`config.mk`:
```
export PLATFORM = sky130hd
export DESIGN_NAME = mem_stall_ctrl
export DESIGN_NICKNAME = d
export VERILOG_FILES = /design/src/rtl/mem_stall_ctrl.sv
export SDC_FILE = /design/constraint.sdc
export NUM_CORES = 1
export LEC_CHECK = 0
export ABC_AREA = 1
export ABC_CLOCK_PERIOD_IN_PS = 15200
export BUFFER_PORTS_ARGS = -buffer_cell sky130_fd_sc_hd__clkbuf_2
export CAP_MARGIN = 20
export CORE_MARGIN = 2
export CORE_UTILIZATION = 44
export CTS_CLUSTER_SIZE = 25
export DETAILED_ROUTE_END_ITERATION = 6
export GPL_ROUTABILITY_DRIVEN = 0
export PLACE_DENSITY = 0.81
export SLEW_MARGIN = 20
export SYNTH_ARGS = -nofsm -noshare
export SYNTH_HDL_FRONTEND = slang
export SYNTH_SLANG_ARGS = --single-unit
```
`constraint.sdc`:
```
create_clock -name clk -period 15.2 [get_ports clk]
set_clock_uncertainty 0.1 [all_clocks]
set_input_delay 3.8 -clock clk [delete_from_list [all_inputs] [get_ports clk]]
set_output_delay 3.8 -clock clk [all_outputs]
set_load 0.02 [all_outputs]
```
`src/rtl/mem_stall_ctrl.sv`:
```
// M-stage memory sequencer: req/ack handshake to a variable-latency data memory,
// whole-pipeline freeze while an access is outstanding, and load-use bubble insertion.
// All state updates on the falling clock edge, in step with the pipeline registers.
module mem_stall_ctrl #(
  parameter int unsigned data_size = 32,
  parameter int unsigned TIMEOUT   = 16,
  parameter int unsigned CNT_W     = 32
) (
  input  logic                 clk,
  input  logic                 rst,
  input  logic                 M_MemRead,
  input  logic                 M_MemWrite,
  input  logic [data_size-1:0] M_ALU_result,
  input  logic [data_size-1:0] M_Rt_data,
  input  logic                 EX_MemtoReg,
  input  logic                 EX_RegWrite,
  input  logic [4:0]           EX_WR_out,
  input  logic [4:0]           ID_Rs,
  input  logic [4:0]           ID_Rt,
  input  logic                 dm_ack,
  input  logic [data_size-1:0] dm_rdata,
  output logic                 dm_req,
  output logic                 dm_we,
  output logic [data_size-1:0] dm_addr,
  output logic [data_size-1:0] dm_wdata,
  output logic [data_size-1:0] M_load_data,
  output logic                 pc_en,
  output logic                 ifid_en,
  output logic                 idex_en,
  output logic                 exm_en,
  output logic                 mwb_en,
  output logic                 idex_flush,
  output logic                 bus_err,
  output logic [CNT_W-1:0]     perf_mem_stall,
  output logic [CNT_W-1:0]     perf_lu_stall
);

  localparam int unsigned TW = $clog2(TIMEOUT);
  localparam logic [TW-1:0] TLast = TW'(TIMEOUT - 1);

  typedef enum logic [1:0] {StIdle, StReq, StDone} state_e;

  state_e               state_q, state_d;
  logic                 req_q, req_d;
  logic                 we_q, we_d;
  logic [data_size-1:0] addr_q, addr_d;
  logic [data_size-1:0] wdata_q, wdata_d;
  logic [data_size-1:0] load_q, load_d;
  logic                 err_q, err_d;
  logic [TW-1:0]        cnt_q, cnt_d;
  logic [CNT_W-1:0]     pmem_q, pmem_d;
  logic [CNT_W-1:0]     plu_q, plu_d;

  logic mem_op, lu, stall_mem;

  // Hazard detection and pipeline enables; reset forces every enable high.
  always_comb begin
    mem_op    = M_MemRead | M_MemWrite;
    lu        = !rst && EX_MemtoReg && EX_RegWrite && (EX_WR_out != 5'd0) &&
                ((EX_WR_out == ID_Rs) || (EX_WR_out == ID_Rt));
    stall_mem = !rst && (((state_q == StIdle) && mem_op) || (state_q == StReq));
    pc_en      = 1'b1;
    ifid_en    = 1'b1;
    idex_en    = 1'b1;
    exm_en     = 1'b1;
    mwb_en     = 1'b1;
    idex_flush = 1'b0;
    if (stall_mem) begin
      // Freeze dominates; a pending load-use is picked up once the access releases.
      pc_en   = 1'b0;
      ifid_en = 1'b0;
      idex_en = 1'b0;
      exm_en  = 1'b0;
      mwb_en  = 1'b0;
    end else if (lu) begin
      pc_en      = 1'b0;
      ifid_en    = 1'b0;
      idex_flush = 1'b1;
    end
  end

  // Next-state for the handshake FSM, latched request fields and perf counters.
  always_comb begin
    state_d = state_q;
    req_d   = req_q;
    we_d    = we_q;
    addr_d  = addr_q;
    wdata_d = wdata_q;
    load_d  = load_q;
    err_d   = err_q;
    cnt_d   = cnt_q;
    unique case (state_q)
      StIdle: begin
        if (mem_op) begin
          addr_d  = M_ALU_result;
          wdata_d = M_Rt_data;
          we_d    = M_MemWrite;
          req_d   = 1'b1;
          cnt_d   = '0;
          state_d = StReq;
        end
      end
      StReq: begin
        if (dm_ack) begin
          if (!we_q) load_d = dm_rdata;
          req_d   = 1'b0;
          cnt_d   = '0;
          state_d = StDone;
        end else if (cnt_q == TLast) begin
          err_d   = 1'b1;
          load_d  = '0;
          req_d   = 1'b0;
          cnt_d   = '0;
          state_d = StDone;
        end else begin
          cnt_d = cnt_q + TW'(1);
        end
      end
      // Pipeline advances this edge; always return to idle so nothing is re-issued.
      StDone: begin
        cnt_d   = '0;
        state_d = StIdle;
      end
      default: state_d = StIdle;
    endcase
    pmem_d = (stall_mem && (pmem_q != '1)) ? pmem_q + CNT_W'(1) : pmem_q;
    plu_d  = (lu && !stall_mem && (plu_q != '1)) ? plu_q + CNT_W'(1) : plu_q;
  end

  // State register on the falling edge with asynchronous active-high reset.
  always_ff @(negedge clk or posedge rst) begin
    if (rst) begin
      state_q <= StIdle;
      req_q   <= 1'b0;
      we_q    <= 1'b0;
      addr_q  <= '0;
      wdata_q <= '0;
      load_q  <= '0;
      err_q   <= 1'b0;
      cnt_q   <= '0;
      pmem_q  <= '0;
      plu_q   <= '0;
    end else begin
      state_q <= state_d;
      req_q   <= req_d;
      we_q    <= we_d;
      addr_q  <= addr_d;
      wdata_q <= wdata_d;
      load_q  <= load_d;
      err_q   <= err_d;
      cnt_q   <= cnt_d;
      pmem_q  <= pmem_d;
      plu_q   <= plu_d;
    end
  end

  assign dm_req         = req_q;
  assign dm_we          = we_q;
  assign dm_addr        = addr_q;
  assign dm_wdata       = wdata_q;
  assign M_load_data    = load_q;
  assign bus_err        = err_q;
  assign perf_mem_stall = pmem_q;
  assign perf_lu_stall  = plu_q;

endmodule

```
; ---- Word-level counts from Yosys, hierarchy flattened
; Index checks and enable logic that the tools add are counted.
; Widths: inputs -> output; s select.
[totals]
register_bits = 169
input_bits = 118
output_inout_bits = 169
elab_cells = 69
[classes]
addsub = 3
eq_ne = 10
mux = 20
bitwise = 2
n_reduce_logical = 24
[op_table]
columns = operator, count
row1 = $mux 32, 3
row2 = $add 32x1->32 const B, 2
row3 = $ne 32x32->1 const B, 2
row4 = $mux 4, 3
row5 = $pmux 4 s3, 1
row6 = $eq 5x5->1, 2
row7 = $logic_and 1x1->1, 9
row8 = $reduce_and 3->1, 3
row9 = $mux 1, 8
row10 = $mux 2, 3
row11 = $reduce_and 2->1, 3
row12 = $reduce_bool 5->1, 1
row13 = $add 4x1->4 const B, 1
row14 = $eq 4x4->1 const B, 1
row15 = $ne 2x2->1 const B, 2
row16 = $pmux 2 s2, 1
row17 = $reduce_bool 2->1, 2
row18 = $ne 3x2->1 const B, 1
row19 = $reduce_bool 3->1, 1
row20 = $eq 2x1->1 const B, 1
row21 = $eq 2x2->1 const B, 1
row22 = $logic_not 1->1, 2
row23 = $logic_not 2->1, 1
row24 = $logic_or 1x1->1, 2
row25 = other kinds (3), 3

; ---- Longest topological paths before layout
; Gate-level depths: netlist (run 1).
[depth]
ltp_word = 7
ltp_mapped = 11
depth_no_buf = 10

==> results.txt, run 1 <==
gr ovfl total: 0
share of layout cells above drive strength 1: 33.7%
std cell rows: 51
Seq pwr share: 38.2%
Cell Pwr Density: 173 mW/mm^2
placed cell count: 1,536
IO buf count: 286
vias per cell: 4.93
number of global-route vias before repair: 7,170
dpl hpwl: 16,600 um
post-CTS setup repair buffer count: 0
Primary FF master, synth: dfrtn_1
IR drop worst, VDD: 0.121 mV
Arr. time, crit path: 9.41 ns
startpoint types: flop
RSZ-0062 raised after global routing: false
Power Internal: 1.12 mW
CP startpoint: state_q[1]
hold buffers post-CTS: 0
hold path startpoint: dm_req
leakage: 5.44 nW
largest net degree at the start of global routing: 75
hold crit path type: flop to flop
r2r setup slk: 12.97 ns
Worst R2R Path Depth: 10
Post-Synthesis Cells: 1,015
# IOs: 287
final hold vios: 0
Critical Path RT: 11.30 ns
Net Sw Power: 756 uW
total CTS buffers: 17
Worst Setup Path Type: flop to output port
initial core utilization: 44.7%
Comb pwr share: 38.3%
Wirelength per Cell: 14.3 um
CTS Buffer Depth: 2
setup violators final: 0
synth unique cells: 40
Syn Area/Cell: 8.53 sq um
max cap viols: 0
Relative slew margins: 38.8%
clk sinks: 169
Pre-Repair DR Iteration Count: 5
Total Routing Usage GR: 21.1%
Via Count: 7,728
Worst path slowest cell: dfrtn_1
Sw Ratio: 40.4%
Worst Hold Path EP: dm_req
latest clock arrival within the worst-skew pair: 0.40 ns
met3 usage: 4.07%
initial antenna violation count: 1
DIE HEIGHT: 144 um
Critical path buffers and inverters: 3
fin cells: 1,569
crit-path max cell delay: 0.45 ns
Final ANT Viol Nets: 0
register bit total from synthesis: 169
ANT cells: 0
pins over their slew limit: 0
WHS Path Cells: 2
endpoint class of the critical path: output port
Clk pwr share: 23.5%
Clock transition at path regs: 0.05 ns
first-pass GRT wire length: 34,900 um
CTS tree: built
status: finished clean
synth-to-layout area growth: 25.1%
drt drc: 0
Cell Area, Synth: 0.00866 sq mm
busiest grt layer: met2
cell family with most CP delay: flip-flops
Seq/Total Area, Yosys: 48.8%
grt met1 use: 28.2%
reg2reg end: perf_mem_stall[10]
Die Wd: 144 um
Synth Warn #: 0
Detailed Route WL: 22,400 um
Core Region: 0.0194 sq mm
CTS H-tree lvls: 4
met2 usage in global routing: 34.2%
Post-synth EDFFs: 0
setup TNS: 0 ns
Syn Nets: 1,136
hold_ws: 0.319 ns
Worst Path Max Fanout: 7
Critical R2R Launch: perf_mem_stall[0]
CTS root buffer: clkbuf_16
sequence of cells on the critical path: nor2_2 -> inv_2 -> nand2_2 -> nand2_4 -> inv_1 -> a21oi_1 -> clkbuf_2
DIE AREA: 0.0208 sq mm
1st-iter DRT viols: 373
actual slew at the worst max-slew pin: 0.918 ns
nets@finish: 1,412
Async S/R FF share, synth: 100%
post-CTS sizing: 0
## logic make-up after synthesis
family,count (synthesis),share of synthesized area [%]
compound gates,68,4.30
xor+xnor,29,3.02
fa+ha+maj,3,0.433
buf+inv,111,6.23
flops,169,48.8
mux,64,8.32
simple gates,571,28.9
## synthesized netlist by cell type, drive strengths merged, types with 3 or more instances
master | number | area share [%]
inv | 77 | 3.3
a21oi | 36 | 2.2
xnor2 | 9 | 0.91
xor2 | 20 | 2.1
buf | 28 | 2.6
dfrtn | 169 | 49
nand3 | 31 | 2.0
clkbuf | 5 | 0.22
nand4 | 12 | 1.0
nor2 | 117 | 6.0
o21ai | 29 | 1.8
ha | 3 | 0.43
nand2 | 372 | 17
nor3 | 25 | 1.9
mux2 | 64 | 8.3
nand3b | 12 | 1.3
## per-layer routing
metal,wire (um),vias up
li1,-,3762
met1,9660,3600
met2,10700,323
met3,1520,41
met4,484,2
met5,13,-
## through the flow
step                power, mW  cell area, sq um  util (%)  setup WS, ns
floorplan                1.20              8670         -        0.0454
global placement         1.41             10200      52.6          1.60
detailed placement       1.44             10200      52.6          1.55
CTS                      1.88             10800      55.7          1.86
global route             1.98             10800      55.9          1.75
finish                   1.87             10800      55.9          1.89
## state kept, by name, indices dropped and copies added (netlist names)
name            count
M_load_data        32
bus_err             1
state_q             2
dm_req              1
perf_lu_stall      32
dm_we               1
perf_mem_stall     32
cnt_q               4
dm_wdata           32
dm_addr            32
## how the worst max path moves through the flow
stage | end | depth (start not counted)
final | pc_en | 7
after global routing | pc_en | 7
after CTS | pc_en | 7
after detailed placement | perf_mem_stall[6] | 7
after global placement | perf_mem_stall[6] | 7
after floorplan | perf_mem_stall[16] | 6
## area by class of cell
cell class / count / area [sq um]
fillers: 1753 / 8560
inverters: 78 / 297
multi-input cells: 735 / 3900
clock buffers: 19 / 453
well taps: 265 / 332
repair buffers: 290 / 1480
clock inverters: 13 / 139
flip-flops and latches: 169 / 4230
## cell usage in the layout (no fill, tap or decap), types with 2 or more instances in the layout
cell type | Yosys | layout
nand2_4 | 2 | 4
nand3_1 | 28 | 28
nand3b_2 | 5 | 5
clkbuf_8 | 0 | 2
ha_1 | 3 | 3
nand2_1 | 360 | 360
a21oi_1 | 35 | 35
mux2_2 | 64 | 64
xnor2_1 | 9 | 9
dfrtn_1 | 169 | 169
buf_4 | 6 | 3
nor3_2 | 5 | 5
nor2_1 | 102 | 102
nand2_2 | 10 | 8
inv_1 | 73 | 72
o21ai_0 | 22 | 22
inv_2 | 4 | 4
o21ai_1 | 3 | 3
inv_8 | 0 | 4
clkbuf_16 | 0 | 17
xor2_1 | 19 | 19
nand3b_1 | 7 | 7
nand4_1 | 11 | 11
clkbuf_2 | 0 | 286
nand3_2 | 3 | 3
nor3_1 | 19 | 19
nor2_4 | 6 | 6
inv_6 | 0 | 6
nor2_2 | 8 | 8
o21ai_2 | 4 | 4
## power groups by stage
| stage | Sequential, mW | Combinational (mW) | Clock, mW |
|---|---|---|---|
| after global routing | 0.734 | 0.775 | 0.468 |
| after detailed placement | 0.717 | 0.719 | 0 |
| after floorplan | 0.890 | 0.309 | 0 |
| after global placement | 0.712 | 0.699 | 0 |
| final | 0.716 | 0.717 | 0.440 |
| after CTS | 0.714 | 0.718 | 0.449 |
## worst register-to-register path, stage by stage (launching register included)
cell     delay [ns]
dfrtn_1        0.42
ha_1           0.28
inv_2          0.10
nor2_4         0.06
nand2_4        0.15
nor2_8         0.08
a21oi_4        0.46
buf_16         0.25
nand2_1        0.08
nand2_1        0.06
nand2_1        0.05
(Power assumes the default switching activity.)
==> run 2, diff against run 1 <==
--- a/config.mk
+++ b/config.mk
@@ -7,14 +7,14 @@
 export LEC_CHECK = 0
 export ABC_AREA = 1
 export ABC_CLOCK_PERIOD_IN_PS = 15200
-export BUFFER_PORTS_ARGS = -buffer_cell sky130_fd_sc_hd__clkbuf_2
+export BUFFER_PORTS_ARGS = -buffer_cell sky130_fd_sc_hd__buf_2
 export CAP_MARGIN = 20
 export CORE_MARGIN = 2
-export CORE_UTILIZATION = 44
+export CORE_UTILIZATION = 55
 export CTS_CLUSTER_SIZE = 25
 export DETAILED_ROUTE_END_ITERATION = 6
 export GPL_ROUTABILITY_DRIVEN = 0
-export PLACE_DENSITY = 0.81
+export PLACE_DENSITY = 0.95
 export SLEW_MARGIN = 20
 export SYNTH_ARGS = -nofsm -noshare
 export SYNTH_HDL_FRONTEND = slang
==> results.txt, run 2 (same netlist as run 1, synthesis figures left out) <==
number of global-route vias before repair: 7,788
commonest non-fill, non-tap cell in the layout: nand2_1
leakage: 5.41 nW
status: finished clean
startpoint types: flop
RSZ-0062 raised after global routing: false
CTS Buffer Depth: 2
# IOs: 287
Via Count: 7,996
drt drc: 0
Cell Pwr Density: 173 mW/mm^2
fillers: 1,136
max cap viols: 0
synth-to-layout area growth: 23.7%
Arr. time, crit path: 9.47 ns
Worst path slowest cell: dfrtn_1
CTS root buffer: clkbuf_16
DIE HEIGHT: 129 um
latest clock arrival within the worst-skew pair: 0.40 ns
Worst Setup Path Type: flop to output port
r2r setup slk: 12.73 ns
dpl hpwl: 17,400 um
Die Wd: 129 um
setup TNS: 0 ns
Total Routing Usage GR: 27.9%
largest net degree at the start of global routing: 71
CTS H-tree lvls: 4
first-pass GRT wire length: 36,600 um
Worst R2R Path Depth: 8
Critical Path RT: 11.30 ns
endpoint class of the critical path: output port
final hold vios: 0
initial core utilization: 56.6%
crit-path max cell delay: 0.47 ns
reg2reg end: perf_mem_stall[29]
Clock transition at path regs: 0.05 ns
post-CTS sizing: 0
nets@finish: 1,413
Wirelength per Cell: 15.5 um
initial antenna violation count: 0
DIE AREA: 0.0168 sq mm
std cell rows: 45
1st-iter DRT viols: 569
Critical R2R Launch: perf_mem_stall[0]
Pre-Repair DR Iteration Count: 5
clk sinks: 169
total CTS buffers: 17
Worst Hold Path EP: dm_req
most frequent cells in the layout: 360 x nand2_1, 286 x buf_2, 169 x dfrtn_1
gr ovfl total: 0
Detailed Route WL: 23,500 um
IO buf count: 286
setup violators final: 0
Relative slew margins: 31.4%
Worst Path Max Fanout: 7
Final ANT Viol Nets: 0
WHS Path Cells: 2
actual slew at the worst max-slew pin: 1.03 ns
sequence of cells on the critical path: nor2_2 -> inv_2 -> nand2_2 -> nand2_4 -> inv_1 -> a21oi_1 -> buf_2
Core Region: 0.0153 sq mm
ANT cells: 0
Final Util: 69.9%
IR drop worst, VDD: 0.157 mV
share of layout cells above drive strength 1: 33.5%
CP startpoint: state_q[1]
post-CTS setup repair buffer count: 0
hold buffers post-CTS: 0
pins over their slew limit: 0
hold crit path type: flop to flop
CTS tree: built
hold path startpoint: dm_req
vias per cell: 5.27
## run 2: critical path, delay by kind of cell (launching register included)
kind            cells  cell delay [ns]
simple gates        3             0.39
compound gates      1             0.19
buf+inv             3             0.41
flops               1             0.47
## run 2: final cells by class
cell class | instances | area (sq um) | area share, %
Sequential cell | 169 | 4230 | 39.5
Multi-Input combinational cell | 735 | 3900 | 36.4
Clock inverter | 10 | 95.1 | 0.888
Tap cell | 211 | 264 | 2.46
Clock buffer | 22 | 454 | 4.24
Timing Repair Buffer | 291 | 1470 | 13.7
Inverter | 78 | 297 | 2.77
## run 2: how the worst max path moves through the flow
stage	to	slack, ns
floorplan	perf_mem_stall[16]	0.05
global placement	perf_lu_stall[27]	1.59
detailed placement	perf_lu_stall[10]	1.52
CTS	ifid_en	1.82
global route	perf_lu_stall[19]	1.64
finish	ifid_en	1.83
## run 2: where the power goes
| group | internal [mW] | switching [mW] | leakage (nW) |
|---|---|---|---|
| logic | 0.269 | 0.460 | 3.04 |
| clock network | 0.231 | 0.175 | 0.265 |
| registers | 0.618 | 0.0967 | 2.11 |
## run 2: through the flow
| step | std cells | hold WS [ns] | setup WS [ns] | power [mW] | cell area (sq um) |
|---|---|---|---|---|---|
| detailed placement | 1484 | 0.318 | 1.52 | 1.45 | 10200 |
| global route | 1516 | 0.343 | 1.64 | 1.94 | 10700 |
| global placement | 1484 | 0.304 | 1.59 | 1.41 | 10200 |
| floorplan | 1015 | 0.319 | 0.0454 | 1.20 | 8670 |
| CTS | 1516 | 0.324 | 1.82 | 1.86 | 10700 |
| finish | 1516 | 0.320 | 1.83 | 1.85 | 10700 |
## run 2: metal layers
| metal | GRT usage, % | share of wire, % | routed length, um |
|---|---|---|---|
| met1 | 33.0 | 38 | 8990 |
| met2 | 48.0 | 50 | 11800 |
| met3 | 7.51 | 8.8 | 2060 |
| met4 | 12.0 | 2.8 | 652 |
| met5 | 0 | 0 | 0 |
==> run 3, diff against run 2 <==
--- a/config.mk
+++ b/config.mk
@@ -7,14 +7,14 @@
 export LEC_CHECK = 0
 export ABC_AREA = 1
 export ABC_CLOCK_PERIOD_IN_PS = 15200
-export BUFFER_PORTS_ARGS = -buffer_cell sky130_fd_sc_hd__buf_2
 export CAP_MARGIN = 20
 export CORE_MARGIN = 2
 export CORE_UTILIZATION = 55
 export CTS_CLUSTER_SIZE = 25
 export DETAILED_ROUTE_END_ITERATION = 6
+export DONT_BUFFER_PORTS = 1
 export GPL_ROUTABILITY_DRIVEN = 0
-export PLACE_DENSITY = 0.95
+export PLACE_DENSITY = 0.8
 export SLEW_MARGIN = 20
 export SYNTH_ARGS = -nofsm -noshare
 export SYNTH_HDL_FRONTEND = slang
==> results.txt, run 3 (same netlist as run 1, synthesis figures left out) <==
Arr. time, crit path: 9.86 ns
Power Internal: 1.01 mW
fillers: 1,310
post-CTS sizing: 0
Clk pwr share: 24.3%
DP Worst Slack: 1.67 ns
latest clock arrival within the worst-skew pair: 0.39 ns
status: finished clean
setup TNS: 0 ns
Cell Pwr Density: 182 mW/mm^2
Seq pwr share: 55.4%
first-pass GRT wire length: 32,400 um
fin cells: 1,229
drt drc: 0
Pre-Repair DR Iteration Count: 5
actual slew at the worst max-slew pin: 1.04 ns
initial core utilization: 56.6%
initial antenna violation count: 3
met2 usage in global routing: 40.5%
nets@finish: 1,126
number of global-route vias before repair: 6,406
leakage: 4.19 nW
IR drop worst, VDD: 0.188 mV
grt met1 use: 31.1%
Die Wd: 129 um
pins over their slew limit: 0
Critical Path RT: 11.30 ns
Clock transition at path regs: 0.05 ns
most frequent cells in the layout: 360 x nand2_1, 169 x dfrtn_1, 102 x nor2_1
commonest non-fill, non-tap cell in the layout: nand2_1
busiest grt layer: met2
final worst setup slack: 1.44 ns
CTS tree: built
RSZ-0062 raised after global routing: false
clk sinks: 169
Net Sw Power: 688 uW
Area after DPL: 0.00872 sq mm
max cap viols: 0
CTS root buffer: clkbuf_16
IO buf count: 0
CTS H-tree lvls: 4
setup violators final: 0
hold buffers post-CTS: 0
gr ovfl total: 0
Via Count: 6,637
DIE AREA: 0.0168 sq mm
cell area after layout: 0.00931 sq mm
DIE HEIGHT: 129 um
Wirelength per Cell: 17.2 um
Worst path slowest cell: a21oi_1
1st-iter DRT viols: 543
crit-path max cell delay: 0.73 ns
hold crit path type: flop to flop
synth-to-layout area growth: 7.48%
startpoint types: flop
post-CTS setup repair buffer count: 0
largest net degree at the start of global routing: 151
dpl hpwl: 15,700 um
Final Util: 60.8%
Worst Path Max Fanout: 7
final hold vios: 0
Total Routing Usage GR: 25.0%
share of layout cells above drive strength 1: 14.9%
sequence of cells on the critical path: nor2_2 -> inv_2 -> nand2_2 -> nand2_4 -> inv_1 -> a21oi_1
# IOs: 287
endpoint class of the critical path: output port
Worst Setup Path Type: flop to output port
Sw Ratio: 40.5%
Comb pwr share: 20.3%
total CTS buffers: 17
Core Region: 0.0153 sq mm
placed cell count: 1,196
CTS Buffer Depth: 2
Relative slew margins: 30.3%
met3 usage: 9.25%
Detailed Route WL: 21,100 um
std cell rows: 45
Final ANT Viol Nets: 0
vias per cell: 5.40
run 3: path summary, 6_finish.rpt:
path | startpoint | endpoint | slack [ns] | depth (start not counted)
worst max-delay path | state_q[1] | ifid_en | 1.44 | 6
worst min-delay path | cnt_q[0] | cnt_q[0] | 0.36 | 1
worst max register to register | perf_mem_stall[0] | perf_mem_stall[11] | 12.86 | 10
worst min register to register | cnt_q[0] | cnt_q[0] | 0.36 | 1
max in group asynchronous | rst | dm_addr[12] | 3.05 | 2
min in group asynchronous | rst | perf_lu_stall[15] | 10.72 | 1
run 3: routing by layer:
metal,vias to the layer above,part of all wire (%)
met5,-,0.052
met4,2,1.5
li1,3199,-
met1,3121,40
met3,27,9.8
met2,288,48
run 3: power groups by stage:
stage          registers, mW  logic (mW)  clock network, mW
6_report               0.940       0.344              0.412
5_1_grt                0.956       0.386              0.439
4_1_cts                0.942       0.340              0.420
3_5_place_dp           0.945       0.341                  0
3_3_place_gp           0.942       0.321                  0
2_1_floorplan          0.890       0.309                  0
run 3: layout make-up:
cell class	instances	area, sq um	share of cell area [%]
multi-input cells	735	3890	41.8
repair buffers	4	62.6	0.672
clock buffers	19	443	4.76
diodes	1	2.50	0.0269
clock inverters	12	119	1.28
flip-flops and latches	169	4230	45.4
well taps	211	264	2.84
inverters	78	297	3.19
run 3: worst max-delay path, delay by kind of cell, from the launching register on:
| family | cells | cell delay, ns |
|---|---|---|
| AO/OA/AOI/OAI | 1 | 0.73 |
| flip-flops | 1 | 0.46 |
| AND/OR/NAND/NOR | 3 | 0.45 |
| buffers and inverters | 2 | 0.21 |
run 3: per-stage QoR:
stage               power, mW  hold slack, ns
detailed placement       1.29           0.365
global route             1.78           0.406
floorplan                1.20           0.319
global placement         1.26           0.347
finish                   1.70           0.358
CTS                      1.70           0.367
